--- src/rtl/sseg_score_display.sv ---
// sseg_score_display: multiplexed 4-digit common-anode seven-segment driver.
// Snapshots BCD on done_tick, scans digits with leading-zero suppression, dash on invalid and blinking.
module sseg_score_display #(
  parameter int REFRESH_DIV  = 50000,
  parameter int BLINK_FRAMES = 64
) (
  input  logic       clk,
  input  logic       reset,
  input  logic       done_tick,
  input  logic [3:0] bcd3,
  input  logic [3:0] bcd2,
  input  logic [3:0] bcd1,
  input  logic [3:0] bcd0,
  input  logic       lz_blank,
  input  logic       blink_en,
  output logic [3:0] an,
  output logic [6:0] seg,
  output logic       dp,
  output logic       frame_tick
);
  localparam int RC_W = $clog2(REFRESH_DIV);
  localparam int FC_W = $clog2(BLINK_FRAMES) + 1;
  logic [RC_W-1:0] r_rc;
  logic [1:0]      r_idx;
  logic [FC_W-1:0] r_fc;
  logic            r_phase;
  logic            r_frame_tick;
  logic [3:0][3:0] r_d;
  logic [3:0]      r_an;
  logic [6:0]      r_seg;
  logic            w_adv, w_wrap, w_fc_last, w_blank3, w_blank2, w_blank1, w_off;
  logic [3:0]      w_dig;
  logic [6:0]      w_seg;
  assign w_adv     = r_rc == RC_W'(REFRESH_DIV - 1);
  assign w_wrap    = w_adv && r_idx == 2'd3;
  assign w_fc_last = r_fc == FC_W'(BLINK_FRAMES - 1);
  // The zero-run mask stops at the first nonzero digit, so a dash (10..15) also stops it.
  assign w_blank3  = lz_blank && r_d[3] == 4'd0;
  assign w_blank2  = w_blank3 && r_d[2] == 4'd0;
  assign w_blank1  = w_blank2 && r_d[1] == 4'd0;
  assign w_off     = (r_idx == 2'd3 ? w_blank3 : r_idx == 2'd2 ? w_blank2 : r_idx == 2'd1 ? w_blank1 : 1'b0)
                   | (blink_en & ~r_phase);
  assign w_dig     = r_d[r_idx];
  always_comb begin
    case (w_dig)
      4'd0:    w_seg = 7'b1000000;
      4'd1:    w_seg = 7'b1111001;
      4'd2:    w_seg = 7'b0100100;
      4'd3:    w_seg = 7'b0110000;
      4'd4:    w_seg = 7'b0011001;
      4'd5:    w_seg = 7'b0010010;
      4'd6:    w_seg = 7'b0000010;
      4'd7:    w_seg = 7'b1111000;
      4'd8:    w_seg = 7'b0000000;
      4'd9:    w_seg = 7'b0010000;
      default: w_seg = 7'b0111111;
    endcase
  end
  always_ff @(posedge clk) begin
    if (reset) begin
      r_rc         <= '0;
      r_idx        <= 2'd0;
      r_fc         <= '0;
      r_phase      <= 1'b1;
      r_d          <= '0;
      r_an         <= 4'hF;
      r_seg        <= 7'h7F;
      r_frame_tick <= 1'b0;
    end else begin
      if (done_tick) r_d <= {bcd3, bcd2, bcd1, bcd0};
      r_rc         <= w_adv ? '0 : r_rc + 1'b1;
      r_idx        <= w_adv ? r_idx + 2'd1 : r_idx;
      r_frame_tick <= w_wrap;
      if (w_wrap) begin
        r_fc    <= w_fc_last ? '0 : r_fc + 1'b1;
        r_phase <= w_fc_last ? ~r_phase : r_phase;
      end
      r_an  <= w_off ? 4'hF : ~(4'd1 << r_idx);
      r_seg <= w_off ? 7'h7F : w_seg;
    end
  end
  assign an         = r_an;
  assign seg        = r_seg;
  assign dp         = 1'b1;
  assign frame_tick = r_frame_tick;
endmodule

--- config.mk ---
export PLATFORM = sky130hd
export DESIGN_NAME = sseg_score_display
export DESIGN_NICKNAME = d
export VERILOG_FILES = /design/src/rtl/sseg_score_display.sv
export SDC_FILE = /design/constraint.sdc
export NUM_CORES = 1
export LEC_CHECK = 0
export CELL_PAD_IN_SITES_DETAIL_PLACEMENT = 1
export CELL_PAD_IN_SITES_GLOBAL_PLACEMENT = 2
export CORE_AREA = 2 2 94 96
export CTS_BUF_LIST = sky130_fd_sc_hd__clkbuf_4 sky130_fd_sc_hd__clkbuf_8 sky130_fd_sc_hd__clkbuf_16
export DETAILED_ROUTE_END_ITERATION = 8
export DIE_AREA = 0 0 96 98
export PLACE_DENSITY = 0.8
export SETUP_SLACK_MARGIN = 0.02
export SYNTH_ARGS = -nofsm -noshare
export SYNTH_HDL_FRONTEND = slang
export SYNTH_SLANG_ARGS = --single-unit
--- constraint.sdc ---
create_clock -name clk -period 2.99 [get_ports clk]
set_clock_uncertainty 0.1 [all_clocks]
set_input_delay 0.598 -clock clk [delete_from_list [all_inputs] [get_ports clk]]
set_output_delay 0.598 -clock clk [all_outputs]
set_load 0.005 [all_outputs]
* Word level (Yosys, flattened, before mapping)
Memory sizes are Yosys's and may differ from the RTL's. A register that Yosys moved wholly into a read port is not among the register bits.
Index checks and enable logic that the tools add are counted.
** Storage, ports and cells
- Register bits :: 47
- Memory bits (read-only) :: 112
- Input port bits :: 21
- Word-level logic and storage cells :: 41
- Memories kept :: 1
** Memory list
- (no name shown) :: depth 16, width 7, read ports 1, clocked after memory_dff 1, wr ports 0, RTL line 45 : case (w_dig)
** Operators by class
- $add $sub $neg :: 3
- $lt $le $gt $ge :: 1
- Eq/ne operators :: 5
- Shifts and indexed selects :: 1
- Multiplexer cells :: 6
- Bitwise operators :: 4
- Reduce and logical (&&, ||, !) cells :: 10
** Operators with widths (number)
- $add A16 B1 Y16 const B :: 1
- $eq A16 B16 Y1 const B :: 1
- $logic_not A4 Y1 :: 3
- $bmux W4 S2 :: 1
- $add A7 B1 Y7 const B :: 1
- $eq A7 B6 Y1 const B :: 1
- $mux W7 :: 1
- $eq A2 B2 Y1 const B :: 2
- $logic_and A1 B1 Y1 :: 4
- $mux W4 :: 1
- $not A4 Y4 :: 1
- $reduce_or A2 Y1 :: 2
- $shl A1 B2 Y4 const A :: 1
- $lt A2 B3 Y1 const B :: 1
- $mux W1 :: 3
- $add A2 B1 Y2 const B :: 1
- $eq A2 B1 Y1 const B :: 1
- $reduce_and A2 Y1 :: 1
- $and A1 B1 Y1 :: 1
- $not A1 Y1 :: 1
- $or A1 B1 Y1 :: 1

* Longest topological paths before layout
Gate-level depths: netlist of the first run.
- Depth after elaboration :: 9
- Depth in mapped cells :: 7
- Depth with buffers taken out :: 6

* Worst setup path before layout of the first run
No wires, ideal clock.
- Path kind :: register -> register
- Start :: reg r_rc[12]
- End :: reg r_rc[10]
- Setup time :: 0.117 ns
- Arrival time :: 1.814 ns
- Slack :: 0.959 ns
- Stages on the path, launching flop included :: 6
- Path buffers :: 1
- Clock period less this slack :: 2.031 ns
- Path through :: dfxtp_1 -> or4b_4 -> or4_1 -> nand2_1 -> buf_2 -> nor2_1
** On the way
- Cells in the longest elaborated chain, start to end :: 2
** Ends and longest elaborated chain
- from (decl) :: RTL line 23 : logic [RC_W-1:0] r_rc;
- from (signal assigned) :: RTL line 71 : r_rc <= w_adv ? '0 : r_rc + 1'b1;
- $eq A16 B16 Y1 :: RTL line 34 : assign w_adv = r_rc == RC_W'(REFRESH_DIV - 1);
- $reduce_or A2 Y1 (no source line)
Every way passes these cells.
A chain may end at the register's enable or synchronous reset.

* Final worst setup path of the first run
- Start :: reg r_idx[0]
- End :: reg r_seg[5] (netlist: seg[5])
** On the way
- Cells in the longest elaborated chain, start to end :: 6
- Elaborated cells on any way between the ends :: 10
- Those cells by class :: 3 x eq/ne; 5 x mux; 1 x bitwise; 1 x reduce/logical
** Ends and longest elaborated chain
- from (decl) :: RTL line 24 : logic [1:0] r_idx;
- from (signal assigned) :: RTL line 72 : r_idx <= w_adv ? r_idx + 2'd1 : r_idx;
- $eq A2 B1 Y1 :: RTL line 41 : assign w_off = (r_idx == 2'd3 ? w_blank3 : r_idx == 2'd2 ? w_blank2 : r_idx == 2'd1 ? w_blank1 : 1'b0)
- $mux W1 (3 in a row) :: RTL line 41
- $or A1 B1 Y1 :: RTL line 42 : | (blink_en & ~r_phase);
- $reduce_or A2 Y1 (no source line)
- to (decl) :: RTL line 30 : logic [6:0] r_seg;
Several ways; a longest one is shown, not always the timed one. The select of a mux whose other input is x is not followed.

==> results of run 1 <==
kinds of logic after synthesis:
logic type	after synthesis	synth area share, %
flip-flops	54	44.35
buffers and inverters	24	3.953
multiplexers	22	11.14
AND/OR/NAND/NOR	98	20.74
adder cells (fa/ha/maj)	11	5.647
XOR/XNOR	14	5.031
other	1	0.1539
AO/OA/AOI/OAI	31	8.985
sequential cells by signal (all words and copies together), names as in the netlist:
signal	count
an	4
frame_tick	1
r_d	16
r_fc	7
r_idx	2
r_phase	1
r_rc	16
seg	7
cell type report:
type | instances | area (um2)
inverter | 14 | 52.55
fill | 986 | 5488
tap | 108 | 135.1
clock inverter | 2 | 37.54
multi-input combinational | 177 | 1260
sequential | 54 | 1081
clock buffer | 6 | 76.32
timing repair buffer | 34 | 335.3
critical path: cells and delay by family, from the launching register on:
family             cells  cell delay [ns]
AOI/OAI and AO/OA      2             0.90
muxes                  1             0.66
DFF                    1             0.59
cell usage in the layout, fill, tap and decap left out, types with 2 or more instances in the layout:
cell type,instances
sky130_fd_sc_hd__a21oi_1,8
sky130_fd_sc_hd__nand3_1,7
sky130_fd_sc_hd__o21ai_0,6
sky130_fd_sc_hd__nor2b_1,3
sky130_fd_sc_hd__or4b_4,2
sky130_fd_sc_hd__buf_4,2
sky130_fd_sc_hd__ha_1,11
sky130_fd_sc_hd__a211o_1,2
sky130_fd_sc_hd__clkdlybuf4s50_1,32
sky130_fd_sc_hd__xnor2_1,13
sky130_fd_sc_hd__nand4_1,6
sky130_fd_sc_hd__and3_1,4
sky130_fd_sc_hd__a32oi_1,3
sky130_fd_sc_hd__nor2_1,43
sky130_fd_sc_hd__mux2i_1,17
sky130_fd_sc_hd__nand2_1,13
sky130_fd_sc_hd__nor4_1,6
sky130_fd_sc_hd__dfxtp_1,54
sky130_fd_sc_hd__inv_1,14
sky130_fd_sc_hd__a31o_2,2
sky130_fd_sc_hd__mux4_2,4
sky130_fd_sc_hd__nor3_1,6
sky130_fd_sc_hd__o211a_1,3
sky130_fd_sc_hd__clkbuf_8,5
power breakdown:
group          switching, W  internal [W]  leakage [nW]  total, W
logic             0.0000568     0.0000740         0.660  0.000131
registers         0.0000160      0.000745         0.442  0.000761
clock network      0.000241      0.000259        0.0548  0.000500
total              0.000314       0.00108          1.16   0.00139
layer usage:
| layer | up-vias | GRT usage, % | part of all wire [%] |
|---|---|---|---|
| li1 | 952 | - | - |
| met1 | 893 | 15.76 | 49 |
| met2 | 21 | 19.98 | 47 |
| met3 | 5 | 2.701 | 2.9 |
| met4 | 0 | 3.297 | 0.89 |
| met5 | - | 0 | 0 |
final timing paths:
kind                                       startpoint                  to  cells after the start
worst max-delay path            r_idx[0]$_SDFFE_PP0P_   seg[5]$_SDFF_PP1_                      3
worst max register to register  r_idx[0]$_SDFFE_PP0P_   seg[5]$_SDFF_PP1_                      3
worst min-delay path               r_rc[0]$_SDFF_PP0_  r_rc[0]$_SDFF_PP0_                      1
worst min register to register     r_rc[0]$_SDFF_PP0_  r_rc[0]$_SDFF_PP0_                      1
stage by stage:
stage / instance area [um2] / utilization (%) / hold slack (ns)
after global routing: 2978 / 35.18 / 0.4154
after CTS: 2978 / 35.18 / 0.3844
after global placement: 2864 / 33.83 / 0.3456
after detailed placement: 2864 / 33.83 / 0.3678
final: 2978 / 35.18 / 0.3807
after floorplan: 2437 / - / 0.3295
==> impl_table.tex, run 1 <==
\begin{tabular}{lr}
\hline
Metric & Value \\
\hline
\multicolumn{2}{l}{\textbf{Run status}} \\
\quad Run status & completed \\
\multicolumn{2}{l}{\textbf{Synthesis}} \\
\quad Gate count after technology mapping & between 200 and 300 \\
\quad Synth warnings & 0 \\
\quad Leading post-synthesis cells by instance count & sky130\_fd\_sc\_hd\_\_dfxtp\_1, sky130\_fd\_sc\_hd\_\_nor2\_1, sky130\_fd\_sc\_hd\_\_mux2i\_1, sky130\_fd\_sc\_hd\_\_inv\_1 \\
\quad Dominant cell by count in the synthesized netlist & sky130\_fd\_sc\_hd\_\_dfxtp\_1 \\
\quad Synthesized flop and latch total & 54 \\
\quad Distinct cell type count of the synthesized netlist & 43 \\
\quad Area share of the leading cell type in the synthesized netlist & 44.35\% \\
\quad Netlist area before placement & about 2400 um2 \\
\quad Syn\_area\_per\_cell & 9.558 um2 \\
\quad Most used DFF post-synth & sky130\_fd\_sc\_hd\_\_dfxtp\_1 \\
\quad Number of enable-type register cells in the synthesized netlist & 0 \\
\quad Leading area contributor after synthesis & sky130\_fd\_sc\_hd\_\_dfxtp\_1 \\
\quad Net count after synthesis & 287 \\
\quad Cell types occupying the most area after synthesis & sky130\_fd\_sc\_hd\_\_dfxtp\_1, sky130\_fd\_sc\_hd\_\_mux2i\_1, sky130\_fd\_sc\_hd\_\_nor2\_1, sky130\_fd\_sc\_hd\_\_ha\_1, sky130\_fd\_sc\_hd\_\_xnor2\_1 \\
\quad Post-synthesis async set-or-reset flop share & 0\% \\
\quad Post-synthesis sequential area ratio & 44.35\% \\
\multicolumn{2}{l}{\textbf{Setup path}} \\
\quad Worst-path cell chain & mux4\_2 -> a2111oi\_0 -> a32oi\_1 \\
\quad Startpoint type of the worst setup path & flop \\
\quad Arrival time reported for the critical path endpoint & 2.47 ns \\
\quad Flop-to-flop setup slack & between 0.5 and 0.6 ns \\
\quad Crit path largest cell delay & around 0.79 ns \\
\quad Crit path max fanout & 8 \\
\quad CP endpoint kind & flop \\
\quad Worst Setup Path Type & reg -> reg \\
\quad Cell with the biggest individual delay on the critical path & sky130\_fd\_sc\_hd\_\_a2111oi\_0 \\
\quad CP Data Required Time & between 3 and 4 ns \\
\multicolumn{2}{l}{\textbf{Die}} \\
\quad Total I/O pin count & 34 \\
\quad Width of the chip & 96 um \\
\quad Vertical die dimension & $\sim$98 um \\
\quad Core Region & roughly 8500 um2 \\
\quad Floorplan row count & 34 \\
\quad Starting density of the core & between 20\% and 30\% \\
\quad Area enclosed by the die boundary & around 9400 um2 \\
\multicolumn{2}{l}{\textbf{Layout}} \\
\quad Final standard cell count with taps included and fillers excluded & between 300 and 400 \\
\quad Antenna Diode Count & 0 \\
\quad Area grow syn2layout & 22.18\% \\
\quad Layout cell share with drive strength beyond 1 & under 10\% \\
\quad Final net count & 318 \\
\multicolumn{2}{l}{\textbf{Timing}} \\
\quad Headroom to the max-slew limit & about two fifths \\
\quad Maximum clock frequency & slightly above 400 MHz \\
\quad RSZ-0062 raised after global routing & false \\
\quad Final Hold Fails & 0 \\
\quad Worst path setup slack after routing & around 0.57 ns \\
\quad Final worst path period share & 81.01\% \\
\quad Sum Neg Setup Slack & 0 ns \\
\quad Period minus WS final & approximately 2.4 ns \\
\quad Setup-violating endpoint count in the final report & 0 \\
\quad Transition time at the pin with the least slew margin & a little under 0.9 ns \\
\quad Number of slew-limit violations in the final report & 0 \\
\multicolumn{2}{l}{\textbf{Route}} \\
\quad Per-cell via count in the routed design & about 4.7 \\
\quad Detail Route Antenna Nets & 0 \\
\quad Final routed wirelength across all metal layers & 5.373 mm \\
\quad WL per Instance & approximately 14 um \\
\quad Starting DRC count in detailed routing & between 40 and 50 \\
\quad First-pass DRT Iterations & 4 \\
\quad DRC & 0 \\
\quad Total number of vias & 1871 \\
\multicolumn{2}{l}{\textbf{Power and ir drop}} \\
\quad Ratio of total power to cell area & 467.5 nW/um2 \\
\quad Static Leak & between 1 and 1.5 nW \\
\quad Overall power of the completed layout & 0.001392 W \\
\quad Worst ir drop on vdd & about 0.00019 V \\
\multicolumn{2}{l}{\textbf{GRT}} \\
\quad Maximum number of pins on one net before global-route repair & 31 \\
\quad Wire length of the first global-routing pass & between 9 and 10 mm \\
\quad Grt total ovfl & 0 \\
\quad Number of global-route vias before repair & around 1900 \\
\quad GR Util All Layers & roughly 12\% \\
\quad Number of antenna violations at the first check in global routing & 0 \\
\multicolumn{2}{l}{\textbf{Clocking}} \\
\quad Number of levels the H-tree was split into & 2 \\
\quad Root buffer cell & sky130\_fd\_sc\_hd\_\_clkbuf\_8 \\
\quad Buffers from clock root to sink, at most & 2 \\
\quad Buffer count from post-CTS setup fixing & 0 \\
\quad Clock Sink Count & 54 \\
\quad Post-CTS Hold Fix Bufs & 0 \\
\quad TritonCTS clock tree & built \\
\quad Clock-pin slew reported for the worst setup and hold paths after clock tree synthesis & 0.10 ns \\
\quad Latest clock arrival within the worst-skew pair & 0.31 ns \\
\quad Post-cts sizing count & 0 \\
\quad Number of buffers created by CTS & 5 \\
\multicolumn{2}{l}{\textbf{Worst hold path}} \\
\quad Class of the tightest hold or removal check & reg -> reg \\
\multicolumn{2}{l}{\textbf{Run}} \\
\quad Number of maximum-capacitance violations & 0 \\
\multicolumn{2}{l}{\textbf{Placement}} \\
\quad HPWL reported at the end of detailed placement & roughly 4 mm \\
\quad \# port buffers & 32 \\
\quad Global placer's final weighted congestion & 0.7672 \\
\quad DP Cell Count & about 390 \\
\quad Minimum setup slack after placement & 0.5952 ns \\
\hline
\end{tabular}
No activity file was read; power rests on OpenSTA's default activity.
==> run 2, diff against run 1 <==
==> constraint.sdc (replaced) <==
create_clock -name clk -period 2.3 [get_ports clk]
set_clock_uncertainty 0.1 [all_clocks]
set_input_delay 0.46 -clock clk [delete_from_list [all_inputs] [get_ports clk]]
set_output_delay 0.46 -clock clk [all_outputs]
set_load 0.005 [all_outputs]
==> run 2 against run 1 <==
Sequential share of layout area is 0.59 points lower. Setup slack worse by 0.37 ns. Non-clock buffer count is 10 higher. Utilization is 0.62 points higher. Sequential power is 30% higher. Combinational power is 36% higher. Critical path depth is 2 higher. Die area stayed put. Clock power is 9.0% higher. Count of clock-buffer cells in the layout stayed put. Via count is 3.5% higher.
==> impl_table.tex, run 2 (synthesis gave the netlist of run 1 again) <==
\begin{tabular}{lr}
\hline
Metric & Value \\
\hline
\multicolumn{2}{l}{\textbf{Die}} \\
\quad Total I/O pin count & 34 (unchanged) \\
\quad Core Region & 8466 um2 (unchanged) \\
\quad Floorplan row count & 34 (unchanged) \\
\quad Area enclosed by the die boundary & 9408 um2 (unchanged) \\
\quad Width of the chip & 96 um (unchanged) \\
\quad Starting density of the core & 28.79\% (unchanged) \\
\quad Vertical die dimension & 98 um (unchanged) \\
\multicolumn{2}{l}{\textbf{Power and ir drop}} \\
\quad Static Leak & 1.201 nW (was 1.156 nW) \\
\quad Worst ir drop on vdd & 0.0002678 V (was 0.0001907 V) \\
\quad Overall power of the completed layout & 0.001714 W (was 0.001392 W) \\
\quad Ratio of total power to cell area & 565.6 nW/um2 (was 467.5 nW/um2) \\
\multicolumn{2}{l}{\textbf{Layout}} \\
\quad Biggest registers after layout & r\_d: 16 flops, r\_rc: 16 flops (unchanged) \\
\quad Most common cell after layout, fill and taps aside & sky130\_fd\_sc\_hd\_\_dfxtp\_1 (unchanged) \\
\quad Area grow syn2layout & 24.33\% (was 22.18\%) \\
\quad Final net count & 328 (was 318) \\
\quad Layout cell share with drive strength beyond 1 & 11.78\% (was 8.362\%) \\
\quad Most used cells in the layout excluding fill and tap cells & sky130\_fd\_sc\_hd\_\_dfxtp\_1, sky130\_fd\_sc\_hd\_\_nor2\_1, sky130\_fd\_sc\_hd\_\_clkdlybuf4s50\_1 (unchanged) \\
\quad Cell area after layout & 3030 um2 (was 2978 um2) \\
\quad Antenna Diode Count & 0 (unchanged) \\
\multicolumn{2}{l}{\textbf{Worst hold path}} \\
\quad Class of the tightest hold or removal check & reg -> reg (unchanged) \\
\multicolumn{2}{l}{\textbf{Clocking}} \\
\quad Buffers from clock root to sink, at most & 2 (unchanged) \\
\quad Clock Sink Count & 54 (unchanged) \\
\quad Number of levels the H-tree was split into & 2 (unchanged) \\
\quad Number of buffers created by CTS & 5 (unchanged) \\
\quad Clock-pin slew reported for the worst setup and hold paths after clock tree synthesis & 0.10 ns (about the same) \\
\quad Latest clock arrival within the worst-skew pair & 0.30 ns (was 0.31 ns) \\
\quad Root buffer cell & sky130\_fd\_sc\_hd\_\_clkbuf\_8 (unchanged) \\
\quad Buffer count from post-CTS setup fixing & 0 (unchanged) \\
\quad TritonCTS clock tree & built (unchanged) \\
\multicolumn{2}{l}{\textbf{Placement}} \\
\quad Minimum setup slack after placement & 0.1486 ns (was 0.5952 ns) \\
\quad Area after DPL & 2939 um2 (was 2864 um2) \\
\quad \# port buffers & 32 (unchanged) \\
\quad Global placer's final weighted congestion & 0.7881 (was 0.7672) \\
\quad HPWL reported at the end of detailed placement & 4.122 mm (was 3.991 mm) \\
\multicolumn{2}{l}{\textbf{Route}} \\
\quad Final routed wirelength across all metal layers & 5.496 mm (was 5.373 mm) \\
\quad First-pass DRT Iterations & 4 (unchanged) \\
\quad Total number of vias & 1937 (was 1871) \\
\quad Per-cell via count in the routed design & 4.783 (was 4.737) \\
\quad Detail Route Antenna Nets & 0 (unchanged) \\
\quad WL per Instance & 13.57 um (was 13.60 um) \\
\quad Starting DRC count in detailed routing & 41 (was 42) \\
\quad DRC & 0 (unchanged) \\
\multicolumn{2}{l}{\textbf{Timing}} \\
\quad Number of slew-limit violations in the final report & 0 (unchanged) \\
\quad Hold slack final & 0.3717 ns (was 0.3807 ns) \\
\quad Final worst path period share & 91.53\% (was 81.01\%) \\
\quad Maximum clock frequency & 475.0 MHz (was 412.8 MHz) \\
\quad Sum Neg Setup Slack & 0 ns (unchanged) \\
\quad Period minus WS final & 2.105 ns (was 2.422 ns) \\
\quad Final Hold Fails & 0 (unchanged) \\
\quad RSZ-0062 raised after global routing & false (unchanged) \\
\quad Setup-violating endpoint count in the final report & 0 (unchanged) \\
\quad Worst path setup slack after routing & 0.1949 ns (was 0.5678 ns) \\
\multicolumn{2}{l}{\textbf{GRT}} \\
\quad Maximum number of pins on one net before global-route repair & 24 (was 31) \\
\quad Number of global-route vias before repair & 1924 (was 1904) \\
\quad GR Util All Layers & 12.78\% (was 12.10\%) \\
\quad Number of antenna violations at the first check in global routing & 0 (unchanged) \\
\quad Wire length of the first global-routing pass & 9.501 mm (was 9.087 mm) \\
\quad Grt total ovfl & 0 (unchanged) \\
\multicolumn{2}{l}{\textbf{Run status}} \\
\quad Run status & completed (unchanged) \\
\multicolumn{2}{l}{\textbf{Setup path}} \\
\quad Crit path max fanout & 5 (was 8) \\
\quad Arrival time reported for the critical path endpoint & 2.26 ns (was 2.47 ns) \\
\quad CP endpoint kind & flop (unchanged) \\
\quad CP Data Required Time & 2.45 ns (was 3.04 ns) \\
\quad Worst Setup Path Type & reg -> reg (unchanged) \\
\quad Startpoint type of the worst setup path & flop (unchanged) \\
\multicolumn{2}{l}{\textbf{Run}} \\
\quad Number of maximum-capacitance violations & 0 (unchanged) \\
\hline
\end{tabular}
==> run 2: changes by cell type in the layout (fill, tap and decap cells not counted), sizes merged <==
cell      change
buf          +10
clkinv        +2
bufinv        -1
clkinvlp      -1
==> run 2: critical path, stage by stage, from the launching register on <==
cell and delay [ns]:
sky130_fd_sc_hd__dfxtp_1 0.39, sky130_fd_sc_hd__ha_1 0.24, sky130_fd_sc_hd__nand4_1 0.28, sky130_fd_sc_hd__or4_4 0.62, sky130_fd_sc_hd__a211o_1 0.30, sky130_fd_sc_hd__a21oi_2 0.12
==> run 2: stage by stage <==
step | std cells | utilization [%]
floorplan | 255 | -
global placement | 397 | 34.72
detailed placement | 397 | 34.72
CTS | 405 | 35.78
global route | 405 | 35.80
finish | 405 | 35.80
==> run 2: repair_timing <==
action                                  4_1_cts  5_1_grt
hold buffers                                  0        0
endpoints found under the setup margin        0        1
gates resized for setup                       0        1
==> run 2: worst paths after layout <==
kind	slack (ns)	startpoint	end	cells after the start
worst min-delay path	0.37	r_rc[0]$_SDFF_PP0_	r_rc[0]$_SDFF_PP0_	1
worst max register to register	0.19	r_rc[0]$_SDFF_PP0_	r_fc[0]$_SDFFE_PP0P_	5
worst min register to register	0.37	r_rc[0]$_SDFF_PP0_	r_rc[0]$_SDFF_PP0_	1
worst max-delay path	0.19	r_rc[0]$_SDFF_PP0_	r_fc[0]$_SDFFE_PP0P_	5
==> run 2: final cells by class <==
cell class | count | area (um2)
clock buffer | 6 | 76.32
clock inverter | 2 | 13.76
fill | 989 | 5435
inverter | 14 | 52.55
multi-input combinational | 177 | 1260
sequential | 54 | 1082
tap | 108 | 135.1
timing repair buffer | 44 | 410.4
==> run 2: per-layer routing <==
layer | part of all wire, % | GRT usage [%] | vias to the layer above
met3 | 2.7 | 3.009 | 6
li1 | - | - | 972
met1 | 48 | 16.71 | 939
met4 | 1.3 | 3.626 | 0
met5 | 0 | 0 | -
met2 | 48 | 20.83 | 20
==> run 2: where the power goes <==
part / switching, W / internal [W]
sequential: 0.0000218 / 0.000969
combinational: 0.0000765 / 0.000102
clock: 0.000317 / 0.000228
total: 0.000416 / 0.00130
